## config.mk

```make
export PLATFORM = sky130hd
export DESIGN_NAME = fwd_tracker
export DESIGN_NICKNAME = d
export VERILOG_FILES = /design/src/rtl/fwd_pkg.sv /design/src/rtl/fwd_tracker_src.sv /design/src/rtl/fwd_tracker.sv
export SDC_FILE = /design/constraint.sdc
export NUM_CORES = 1
export LEC_CHECK = 0
export CAP_MARGIN = 15
export CORE_UTILIZATION = 40
export CTS_CLUSTER_SIZE = 14
export DETAILED_ROUTE_END_ITERATION = 8
export GPL_ROUTABILITY_DRIVEN = 0
export PLACE_DENSITY = 0.78
export SYNTH_ARGS = -nofsm -noshare
export SYNTH_HDL_FRONTEND = slang
export SYNTH_SLANG_ARGS = --single-unit
```

## constraint.sdc

```tcl
create_clock -name clk -period 2.9 [get_ports clk]
set_input_delay 0.725 -clock clk [delete_from_list [all_inputs] [get_ports clk]]
set_output_delay 0.725 -clock clk [all_outputs]
set_load 0.01 [all_outputs]
```

## src/rtl/fwd_pkg.sv

```systemverilog
// Shared types for the forwarding/hazard tracker.
// An in-flight write record carries its destination zero-extended to a fixed
// width so the same struct serves any ADDR_W up to FWD_ADDR_MAX_W.
package fwd_pkg;

  localparam int FWD_ADDR_MAX_W = 8;

  // Architectural zero register (x0), in the widened record format.
  localparam logic [FWD_ADDR_MAX_W-1:0] FWD_X0_ADDR = '0;

  typedef struct packed {
    logic                      valid;
    logic [FWD_ADDR_MAX_W-1:0] addr;
    logic                      mem;
  } fwd_entry_t;

  // Empty slot used for bubbles and flushed positions.
  function automatic fwd_entry_t fwd_empty_entry();
    fwd_entry_t e;
    e = '0;
    return e;
  endfunction

endpackage

```

## src/rtl/fwd_tracker_src.sv

```systemverilog
// Per-source priority match over the in-flight write records.
// Index 0 of entries_i is prev1 (youngest). The youngest matching record wins
// and shadows every older one, including when the winner forces a stall.
module fwd_tracker_src
  import fwd_pkg::*;
#(
  parameter int DEPTH              = 3,
  parameter int ADDR_W             = 5,
  parameter int MEM_LAT            = 2,
  parameter int ZERO_REG_HARDWIRED = 1
) (
  input  fwd_entry_t [DEPTH-1:0] entries_i,
  input  logic [ADDR_W-1:0]      src_addr_i,
  input  logic                   src_use_i,
  output logic [DEPTH-1:0]       take_prev_o,
  output logic                   take_mem_o,
  output logic                   stall_o
);

  logic                      hit;
  logic                      x0_blocked;
  logic [FWD_ADDR_MAX_W-1:0] addr_ext;

  // Youngest-first search; the first hit locks out all older records.
  always_comb begin
    take_prev_o = '0;
    take_mem_o  = 1'b0;
    stall_o     = 1'b0;
    hit         = 1'b0;
    addr_ext    = FWD_ADDR_MAX_W'(src_addr_i);
    x0_blocked  = (ZERO_REG_HARDWIRED != 0) && (addr_ext == FWD_X0_ADDR);
    for (int k = 0; k < DEPTH; k++) begin
      if (!hit && src_use_i && !x0_blocked &&
          entries_i[k].valid && (entries_i[k].addr == addr_ext)) begin
        hit            = 1'b1;
        take_prev_o[k] = 1'b1;
        if (entries_i[k].mem) begin
          // Stage k+1 (1-based) has the load data only from MEM_LAT onward.
          if (k + 1 >= MEM_LAT) take_mem_o = 1'b1;
          else                  stall_o    = 1'b1;
        end
      end
    end
  end

endmodule

```

## src/rtl/fwd_tracker.sv

```systemverilog
// Hazard/forwarding tracker sitting beside decode/issue.
// Keeps a shift register of in-flight write records and, per source operand,
// returns a one-hot forward select, a take-from-memory flag and a load-use
// stall. Optional stall statistics are enabled by defining
// FWD_TRACKER_STATS_EN; otherwise stall_count is tied to zero.
module fwd_tracker
  import fwd_pkg::*;
#(
  parameter int NUM_SRC            = 2,
  parameter int DEPTH              = 3,
  parameter int ADDR_W             = 5,
  parameter int MEM_LAT            = 2,
  parameter int ZERO_REG_HARDWIRED = 1
) (
  input  logic                        clk,
  input  logic                        reset,
  input  logic                        issue_valid,
  input  logic                        issue_write,
  input  logic [ADDR_W-1:0]           issue_write_addr,
  input  logic                        issue_mem,
  input  logic [NUM_SRC*ADDR_W-1:0]   src_addr,
  input  logic [NUM_SRC-1:0]          src_use,
  input  logic                        freeze,
  input  logic                        flush,
  input  logic [DEPTH-1:0]            flush_mask,
  output logic                        stall,
  output logic [NUM_SRC*DEPTH-1:0]    take_prev,
  output logic [NUM_SRC-1:0]          take_mem,
  output logic [31:0]                 stall_count
);

  if (ADDR_W > FWD_ADDR_MAX_W) begin : g_addr_w_check
    $error("fwd_tracker: ADDR_W exceeds FWD_ADDR_MAX_W");
  end
  if (MEM_LAT < 1 || MEM_LAT > DEPTH) begin : g_mem_lat_check
    $error("fwd_tracker: MEM_LAT must lie in 1..DEPTH");
  end

  fwd_entry_t [DEPTH-1:0] entries_q;
  fwd_entry_t [DEPTH-1:0] entries_d;
  logic [NUM_SRC-1:0]     src_stall;

  for (genvar g = 0; g < NUM_SRC; g++) begin : g_src
    fwd_tracker_src #(
      .DEPTH              (DEPTH),
      .ADDR_W             (ADDR_W),
      .MEM_LAT            (MEM_LAT),
      .ZERO_REG_HARDWIRED (ZERO_REG_HARDWIRED)
    ) u_src (
      .entries_i   (entries_q),
      .src_addr_i  (src_addr[g*ADDR_W +: ADDR_W]),
      .src_use_i   (src_use[g]),
      .take_prev_o (take_prev[g*DEPTH +: DEPTH]),
      .take_mem_o  (take_mem[g]),
      .stall_o     (src_stall[g])
    );
  end

  // A waiting producer only matters if an instruction is actually issuing.
  assign stall = issue_valid && (|src_stall);

  // Next scoreboard contents: freeze holds, flush beats stall beats normal.
  always_comb begin
    entries_d = entries_q;
    if (!freeze) begin
      for (int k = DEPTH - 1; k >= 1; k--) begin
        entries_d[k] = entries_q[k-1];
      end
      if (flush) begin
        entries_d[0] = fwd_empty_entry();
        for (int k = 0; k < DEPTH; k++) begin
          if (flush_mask[k]) entries_d[k].valid = 1'b0;
        end
      end else if (stall) begin
        entries_d[0] = fwd_empty_entry();
      end else begin
        entries_d[0].valid = issue_valid && issue_write;
        entries_d[0].addr  = FWD_ADDR_MAX_W'(issue_write_addr);
        entries_d[0].mem   = issue_mem;
      end
    end
  end

  // Scoreboard register; reset only needs to clear the valid bits.
  always_ff @(posedge clk) begin
    if (reset) begin
      for (int k = 0; k < DEPTH; k++) begin
        entries_q[k].valid <= 1'b0;
      end
    end else begin
      entries_q <= entries_d;
    end
  end

`ifdef FWD_TRACKER_STATS_EN
  logic [31:0] stall_count_q;

  // Count cycles where issue is really held by a load-use hazard; saturates.
  always_ff @(posedge clk) begin
    if (reset) begin
      stall_count_q <= '0;
    end else if (stall && !freeze && !flush && (stall_count_q != 32'hFFFF_FFFF)) begin
      stall_count_q <= stall_count_q + 32'd1;
    end
  end

  assign stall_count = stall_count_q;
`else
  assign stall_count = '0;
`endif

endmodule

```

# Word-level counts from Yosys, hierarchy flattened
# Cells that the tools add are included.
# W data, S select, Z words.
# classes
addsub	0
multipliers	0
n_div	0
order_cmp	0
n_eq_ne	6
n_shift	0
n_mux	24
bitwise_logic	2
n_reduce_logical	35
# ops
op	n
$eq A8 B5 Y1	6
$logic_and A1 B1 Y1	24
$mux W1	22
$mux W10	2
$logic_not A5 Y1	2
$logic_not A1 Y1	6
$reduce_or A2 Y1	2
$not A1 Y1	2
$reduce_and A2 Y1	1
# word_totals
ff_bits	30
latch_bits	0
ram_bits	0
romBits	0
inputBits	27
output_inout_bits	41
elab_cells	77
n_memories	0

# Longest topological paths before layout
# Gate-level depths: netlist of the first run.
# depth
word_depth	18
ltp_mapped	6

# Hierarchy
# From an unflattened synthesis of the first run, not the netlist that was laid out.
# unflattened
hier_cells	147
hier_area_um2	1495.2
# by_module_without_submodules
module	instances	cells_each	area_each_um2	seq_area_each_um2
fwd_tracker	1	75	957.2	600.6
fwd_tracker_src	2	36	269.0	0.0

# Worst setup path after synthesis of the first run
# No wires, ideal clock.
# synth_path
path_type	in2out
start	in src_addr[2]
end	out stall
arrival_ps	1851
required_time_ps	2175
setup_slack_ps	324
stages	5
n_path_buf	1
cell_sequence	or4_1 o21ai_2 nor4_1 o211a_1 buf_6
# synth_via
elab_chain_cells	8
word_cells_on_any_way	9
cone_classes	1 x eq/ne; 1 x mux; 7 x reduce/logical
# synth_rtl
element	line_no	source
start: declaration	fwd_tracker.sv:21	input logic [NUM_SRC*ADDR_W-1:0] src_addr,
$logic_not A5 Y1	fwd_tracker_src.sv:31	x0_blocked = (ZERO_REG_HARDWIRED != 0) && (addr_ext == FWD_X0_ADDR);
$logic_not A1 Y1	fwd_tracker_src.sv:33	if (!hit && src_use_i && !x0_blocked &&
$logic_and A1 B1 Y1 (2 in a row)	fwd_tracker_src.sv:33	
$logic_and A1 B1 Y1 (*)	fwd_tracker_src.sv:34	entries_i[k].valid && (entries_i[k].addr == addr_ext)) begin
$mux W1 (*)	fwd_tracker_src.sv:33	
$reduce_or A2 Y1 (*)	fwd_tracker.sv:60	assign stall = issue_valid && (|src_stall);
$logic_and A1 B1 Y1 (*)	fwd_tracker.sv:60	
end: declaration	fwd_tracker.sv:26	output logic stall,
# Mark *: on every way between the ends. The rest lies on a longest branch, timed or not.

# Worst setup path after layout of the first run
# layout_path
start	in src_addr[2]
end	out take_prev[1]
# layout_via
elab_chain_cells	12
word_cells_on_any_way	14
cone_classes	2 x eq/ne; 2 x mux; 10 x reduce/logical
# layout_rtl
element	line_no	source
$logic_not A5 Y1	fwd_tracker_src.sv:31	
$logic_not A1 Y1	fwd_tracker_src.sv:33	
$logic_and A1 B1 Y1 (2 in a row)	fwd_tracker_src.sv:33	
$logic_and A1 B1 Y1	fwd_tracker_src.sv:34	
$mux W1	fwd_tracker_src.sv:33	
$logic_not A1 Y1	fwd_tracker_src.sv:33	
$logic_and A1 B1 Y1 (3 in a row)	fwd_tracker_src.sv:33	
$logic_and A1 B1 Y1 (*)	fwd_tracker_src.sv:34	
$mux W1 (*)	fwd_tracker_src.sv:33	
end: declaration	fwd_tracker.sv:27	output logic [NUM_SRC*DEPTH-1:0] take_prev,
# Marked as above.

==> results of run 1 <==
-- per-layer routing --
metal  share of wire  routed length (µm)  global-route usage  vias to the layer above
met2            0.51                1490               0.254                       44
met4           0.016                  47              0.0698                        0
met5               0                   0                   0                        -
met3           0.053                 155              0.0237                        5
met1            0.42                1230               0.204                      503
li1                -                   -                   -                      527
-- placed cells by master, fill, tap and decap left out, types with 2 or more instances in the layout --
master,count
nand3_1,2
inv_1,2
a21oi_1,3
or4_4,2
conb_1,32
or2_4,2
buf_4,17
dlygate4sd2_1,2
clkdlybuf4s50_1,15
nand2_1,14
clkbuf_8,3
buf_2,13
o21ai_4,2
xor2_1,10
edfxtp_1,18
nor3b_2,6
nor2_1,7
nor3_1,3
dfxtp_1,3
xor2_2,4
xnor2_1,16
nor4b_2,2
nor4_2,4
-- stage by stage --
step                      setup slack (ps)   util  hold WS, ps
after detailed placement              -684  0.534          436
after floorplan                        324      -          426
after global placement                -658  0.534          433
after global routing                  12.4  0.565          472
after CTS                            -20.0  0.549          455
final                                 57.6  0.565          453
-- worst paths after layout --
kind                   endpoint    startpoint  cells after the start  slack [ps]
setup reg to reg   entries_q[4]  entries_q[2]                      7        1070
hold / removal    entries_q[10]  entries_q[0]                      0         450
setup / recovery   take_prev[1]   src_addr[2]                      7          60
hold reg to reg   entries_q[10]  entries_q[0]                      0         450
-- power by group --
| group | internal [mW] | switching (mW) | leakage, nW |
|---|---|---|---|
| logic | 0.0671 | 0.0733 | 0.561 |
| clock network | 0.0958 | 0.0956 | 0.0255 |
| registers | 0.341 | 0.0109 | 0.185 |
-- kinds of logic after synthesis --
logic type | synth area share
DFF | 0.405
xor gates and xnor gates | 0.177
and+or+nand+nor | 0.194
other | 0.00253
AOI/OAI and AO/OA | 0.0338
buffers and inverters | 0.187
-- cell type report --
class	instances	area share
clock inverter	1	0.00257
inverter	2	0.00386
clock buffer	3	0.0212
sequential	21	0.309
timing repair buffer	51	0.205
multi-input combinational	118	0.429
tap	46	0.0296
-- what timing repair did --
action                                  4_1_cts  5_1_grt
resized for setup                            67       25
pin swaps                                     6        7
setup buffers                                 2        0
endpoints found under the hold margin         0        0
endpoints found under the setup margin        9        6
==> flow_summary.json, run 1 <==
{
  "power_density_nw_per_um2": 352,
  "cp_cell_sequence": "buf_2 -> or4_4 -> o21ai_4 -> or2_4 -> buf_4 -> nor2_1 -> clkdlybuf4s15_1",
  "postRouteAntennaNets": 0,
  "drc": 0,
  "cp_max_fo": 4,
  "slowest_stage": "or4_4",
  "status": "finished, final reports clean",
  "n_antenna_cell": 0,
  "min_path_type": "flip-flop to flip-flop",
  "top_regs": "entries_q x21",
  "clock_path_buffers": 2,
  "largest_register": "entries_q",
  "report.final.slew_viol_count": 0,
  "initialDrtViolationCount": 20,
  "synth_async_sr_flop_share": 0,
  "cp_top_family": "simple AND/OR/NAND/NOR gates",
  "synth_area_um2": 1480,
  "overflow": 0,
  "seq_area_frac_synth": 0.405,
  "rows": 21,
  "synthTopCellsByCount": "34 x buf_4, 18 x edfxtp_1, 16 x xnor2_1, 14 x nand2_1, 14 x xor2_1",
  "fin_crit_ps": 2840,
  "initial_utilization": 0.431,
  "worst_ep_required_time_ps": 2170,
  "core_area_um2": 3440,
  "cts.reportedPaths.clkPinSlew_ps": 80,
  "start_kind": "input port",
  "crit_type": "input port to output pin",
  "wl_per_cell_um": 12.1,
  "yosysWarnings": 0,
  "clock-sinks": 21,
  "cpPeakStageDelay_ps": 560,
  "grt_use_total": 0.157,
  "first_pass_iters": 4,
  "area_growth_pct": 31.1,
  "grt_max_degree": 20,
  "dpl_cell_area_um2": 1840,
  "synth-seq-cells": 21,
  "regArea_um2": 601,
  "syn_avg_cell_area_um2": 10.2,
  "synth-main-ff-cell": "edfxtp_1",
  "p_leak_nw": 0.772,
  "fillCellCount": 320,
  "fin_cells": 242,
  "netlist.area_leader.share": 0.365,
  "dp_cells": 236,
  "routed_via_density": 4.46,
  "h-tree-depth": 1,
  "die_h_um": 62.9,
  "cts_root_buf": "clkbuf_8",
  "synth_edf_count": 18,
  "fin_skew_ps": 7.25,
  "cts_tree": "built",
  "grt_antenna_before_repair": 0,
  "peakVddDrop_uv": 208,
  "ios": 68,
  "fmax_mhz": 352,
  "finalSetupTns_ps": 0,
  "netlist_instances": 146,
  "hpwl_um": 2230,
  "synth_most_common_cell": "buf_4",
  "io_buffers": 34,
  "setup_violations": 0,
  "drive_above_1_share": 0.316,
  "largest_reg_flops": 21,
  "hold_violations": 0,
  "synth_top_cells_by_area": "edfxtp_1 36%, buf_4 17%, xnor2_1 9.5%",
  "vias": 1079,
  "routed_wl_um": 2920,
  "worstSkewPairLatency_ps": 260,
  "multi_input_area_um2": 835,
  "fin_crit_sh": 0.980,
  "dieArea_um2": 3950,
  "rsz0062_at_grt": "no",
  "cts-buffers-inserted": 3,
  "synth_largest_area_cell": "edfxtp_1",
  "dieWidth_um": 62.9,
  "total_power_mw": 0.684,
  "worstPathArrival_ps": 2120,
  "cp_num_buf_inv": 3,
  "endpoint_kind": "output pin",
  "hold_buffers": 0,
  "grt_pass1_wl_um": 4730,
  "grt_pass1_vias": 1014,
  "synth_cell_type_count": 26,
  "fin_area_um2": 1940,
  "maxCapViolations": 0,
  "fin_nets": 224
}
Note: power is estimated with default switching activity, not from simulation.
==> inputs of run 2 (changes only) <==
ABC_AREA = 1   (was not set)
PLACE_DENSITY = 0.77   (was 0.78)
SKIP_LAST_GASP = 1   (was not set)
==> run 2 against run 1 <==
Utilization down 4.3 points. Sequential share of layout area up 0.32 points. Clock power down 3%. Worst setup slack better by 69 ps. Clock skew down 6.4 ps. Synthesized cell count rose by 36%. Area after synthesis up 4.1%. Total power shrank 2.8%. Cell count rose by 22%. Largest power group unchanged.
==> flow_summary.json, run 2 <==
{
  "total_power_mw": 0.665,
  "slowest_stage": "dlygate4sd2_1",
  "die_h_um": 64.1,
  "routed_via_density": 4.30,
  "area_growth_pct": 24.6,
  "clock-sinks": 21,
  "cp_num_buf_inv": 5,
  "cpPeakStageDelay_ps": 270,
  "grt_use_total": 0.156,
  "finalSetupTns_ps": 0,
  "multi_input_area_um2": 689,
  "grt_antenna_before_repair": 0,
  "dieArea_um2": 4110,
  "drive_above_1_share": 0.162,
  "synthTopCellsByCount": "34 x buf_4, 33 x inv_1, 32 x nand2_1, 25 x nor2_1, 18 x edfxtp_1",
  "cp_top_family": "buffers and inverters",
  "synth_edf_count": 18,
  "fin_area_um2": 1920,
  "initialDrtViolationCount": 23,
  "synth-main-ff-cell": "edfxtp_1",
  "grt_pass1_vias": 1113,
  "syn_avg_cell_area_um2": 7.80,
  "wl_per_cell_um": 10.2,
  "cp_num_cells": 9,
  "vias": 1269,
  "post-place-ws_ps": -466,
  "synth_area_um2": 1540,
  "ios": 68,
  "cp_cell_sequence": "dlygate4sd2_1 -> inv_1 -> buf_4 -> o22ai_1 -> nor2_1 -> nand4_1 -> nor2_2 -> buf_4 -> dlygate4sd2_1",
  "largest_register": "entries_q",
  "report.final.slew_viol_count": 0,
  "initial_utilization": 0.419,
  "crit_type": "input port to output pin",
  "yosysWarnings": 0,
  "min_path_type": "flip-flop to flip-flop",
  "seq_area_frac_synth": 0.389,
  "p_leak_nw": 0.983,
  "clock_path_buffers": 2,
  "mostFrequentLayoutCells": "32 x inv_1, 32 x conb_1, 31 x nand2_1, 21 x nor2_1, 18 x edfxtp_1",
  "h-tree-depth": 1,
  "fin_crit_ps": 2770,
  "routed_wl_um": 3020,
  "worst_ep_required_time_ps": 2170,
  "netlist_instances": 198,
  "worstSkewPairLatency_ps": 260,
  "core_area_um2": 3690,
  "fillCellCount": 390,
  "cts-buffers-inserted": 3,
  "top_regs": "entries_q x21",
  "largest_reg_flops": 21,
  "overflow": 0,
  "fin_cells": 295,
  "power_density_nw_per_um2": 345,
  "synth_largest_area_cell": "edfxtp_1",
  "worstHoldPathCells": 0,
  "endpoint_kind": "output pin",
  "hold_violations": 0,
  "busiest_layer": "met2",
  "cp_max_fo": 3,
  "worst_slack_ps": 127,
  "fin_nets": 275,
  "hpwl_um": 2450,
  "netlist.area_leader.share": 0.350,
  "start_kind": "input port",
  "rows": 22,
  "dp_cells": 289,
  "status": "finished, final reports clean",
  "fin_skew_ps": 0.894,
  "synth_top_cells_by_area": "edfxtp_1 35%, buf_4 17%, inv_1 8.0%",
  "dpl_cell_area_um2": 1900,
  "cts_root_buf": "clkbuf_8",
  "hold_buffers": 0,
  "n_antenna_cell": 0,
  "cts.reportedPaths.clkPinSlew_ps": 70,
  "grt_max_degree": 19,
  "met2_usage": 0.259,
  "regArea_um2": 601,
  "grt_pass1_wl_um": 4960,
  "synth_most_common_cell": "buf_4",
  "first_pass_iters": 4,
  "gr-usage-met1": 0.203,
  "synth_cell_type_count": 24,
  "worstRegToRegCells": 12,
  "synth-seq-cells": 21,
  "setup_violations": 0,
  "postRouteAntennaNets": 0,
  "cts_tree": "built",
  "io_buffers": 34,
  "drc": 0,
  "synth_async_sr_flop_share": 0,
  "rsz0062_at_grt": "no",
  "worstPathArrival_ps": 2050,
  "dieWidth_um": 64.1,
  "gr-usage-met3": 0.0250,
  "fmax_mhz": 361,
  "maxCapViolations": 0,
  "fin_crit_sh": 0.956,
  "peakVddDrop_uv": 205
}
==> run 2: worst register-to-register path, cell delays in order, from the launching register on <==
cell and delay [ps]:
edfxtp_1 430, inv_1 100, nand2_1 60, nand2_1 60
nand2_1 60, nor2_2 90, nand3_2 80, buf_4 140
nand2_1 70, nand2_2 50, buf_4 130, nand2_2 120
nor2_1 60
==> run 2: worst paths after layout <==
check                              startpoint            end  slack, ps
worst min-delay path            entries_q[13]  entries_q[23]        450
worst min register to register  entries_q[13]  entries_q[23]        450
worst max register to register   entries_q[5]   entries_q[4]       1200
worst max-delay path              src_addr[3]   take_prev[1]        130
==> run 2: final cells by class <==
class,count,share of cell area
multi-input combinational,140,0.358
sequential,21,0.312
timing repair buffer,48,0.209
inverter,34,0.0663
tap,48,0.0312
clock buffer,4,0.0234
==> run 2: metrics by stage <==
step / util / hold slack (ps)
2_1_floorplan: - / 426
3_3_place_gp: 0.514 / 430
3_5_place_dp: 0.514 / 433
4_1_cts: 0.526 / 450
5_1_grt: 0.522 / 482
6_report: 0.522 / 451
==> run 2: per-layer routing <==
layer	wire (µm)	share of wire
met2	1500	0.50
met3	183	0.061
met4	59	0.020
met5	0	0
met1	1280	0.42
==> run 2: what timing repair did <==
action	4_1_cts	5_1_grt
buffers inserted	2	0
gates resized for setup	27	17
endpoints found under the setup margin	9	5
pin swaps	3	4
==> run 2: power breakdown <==
group	internal, mW	total, mW	switching [mW]
Clock	0.0978	0.186	0.0885
Sequential	0.342	0.352	0.00990
Combinational	0.0530	0.127	0.0736
==> run 2: cells by family (layout without fill, tap and decap cells) <==
family,Yosys count,after routing,synth area share
other cells,1,32,0.00243
xor+xnor,14,14,0.0794
compound gates,17,17,0.0632
buf+inv,68,86,0.248
flops,21,21,0.389
simple gates,77,77,0.218
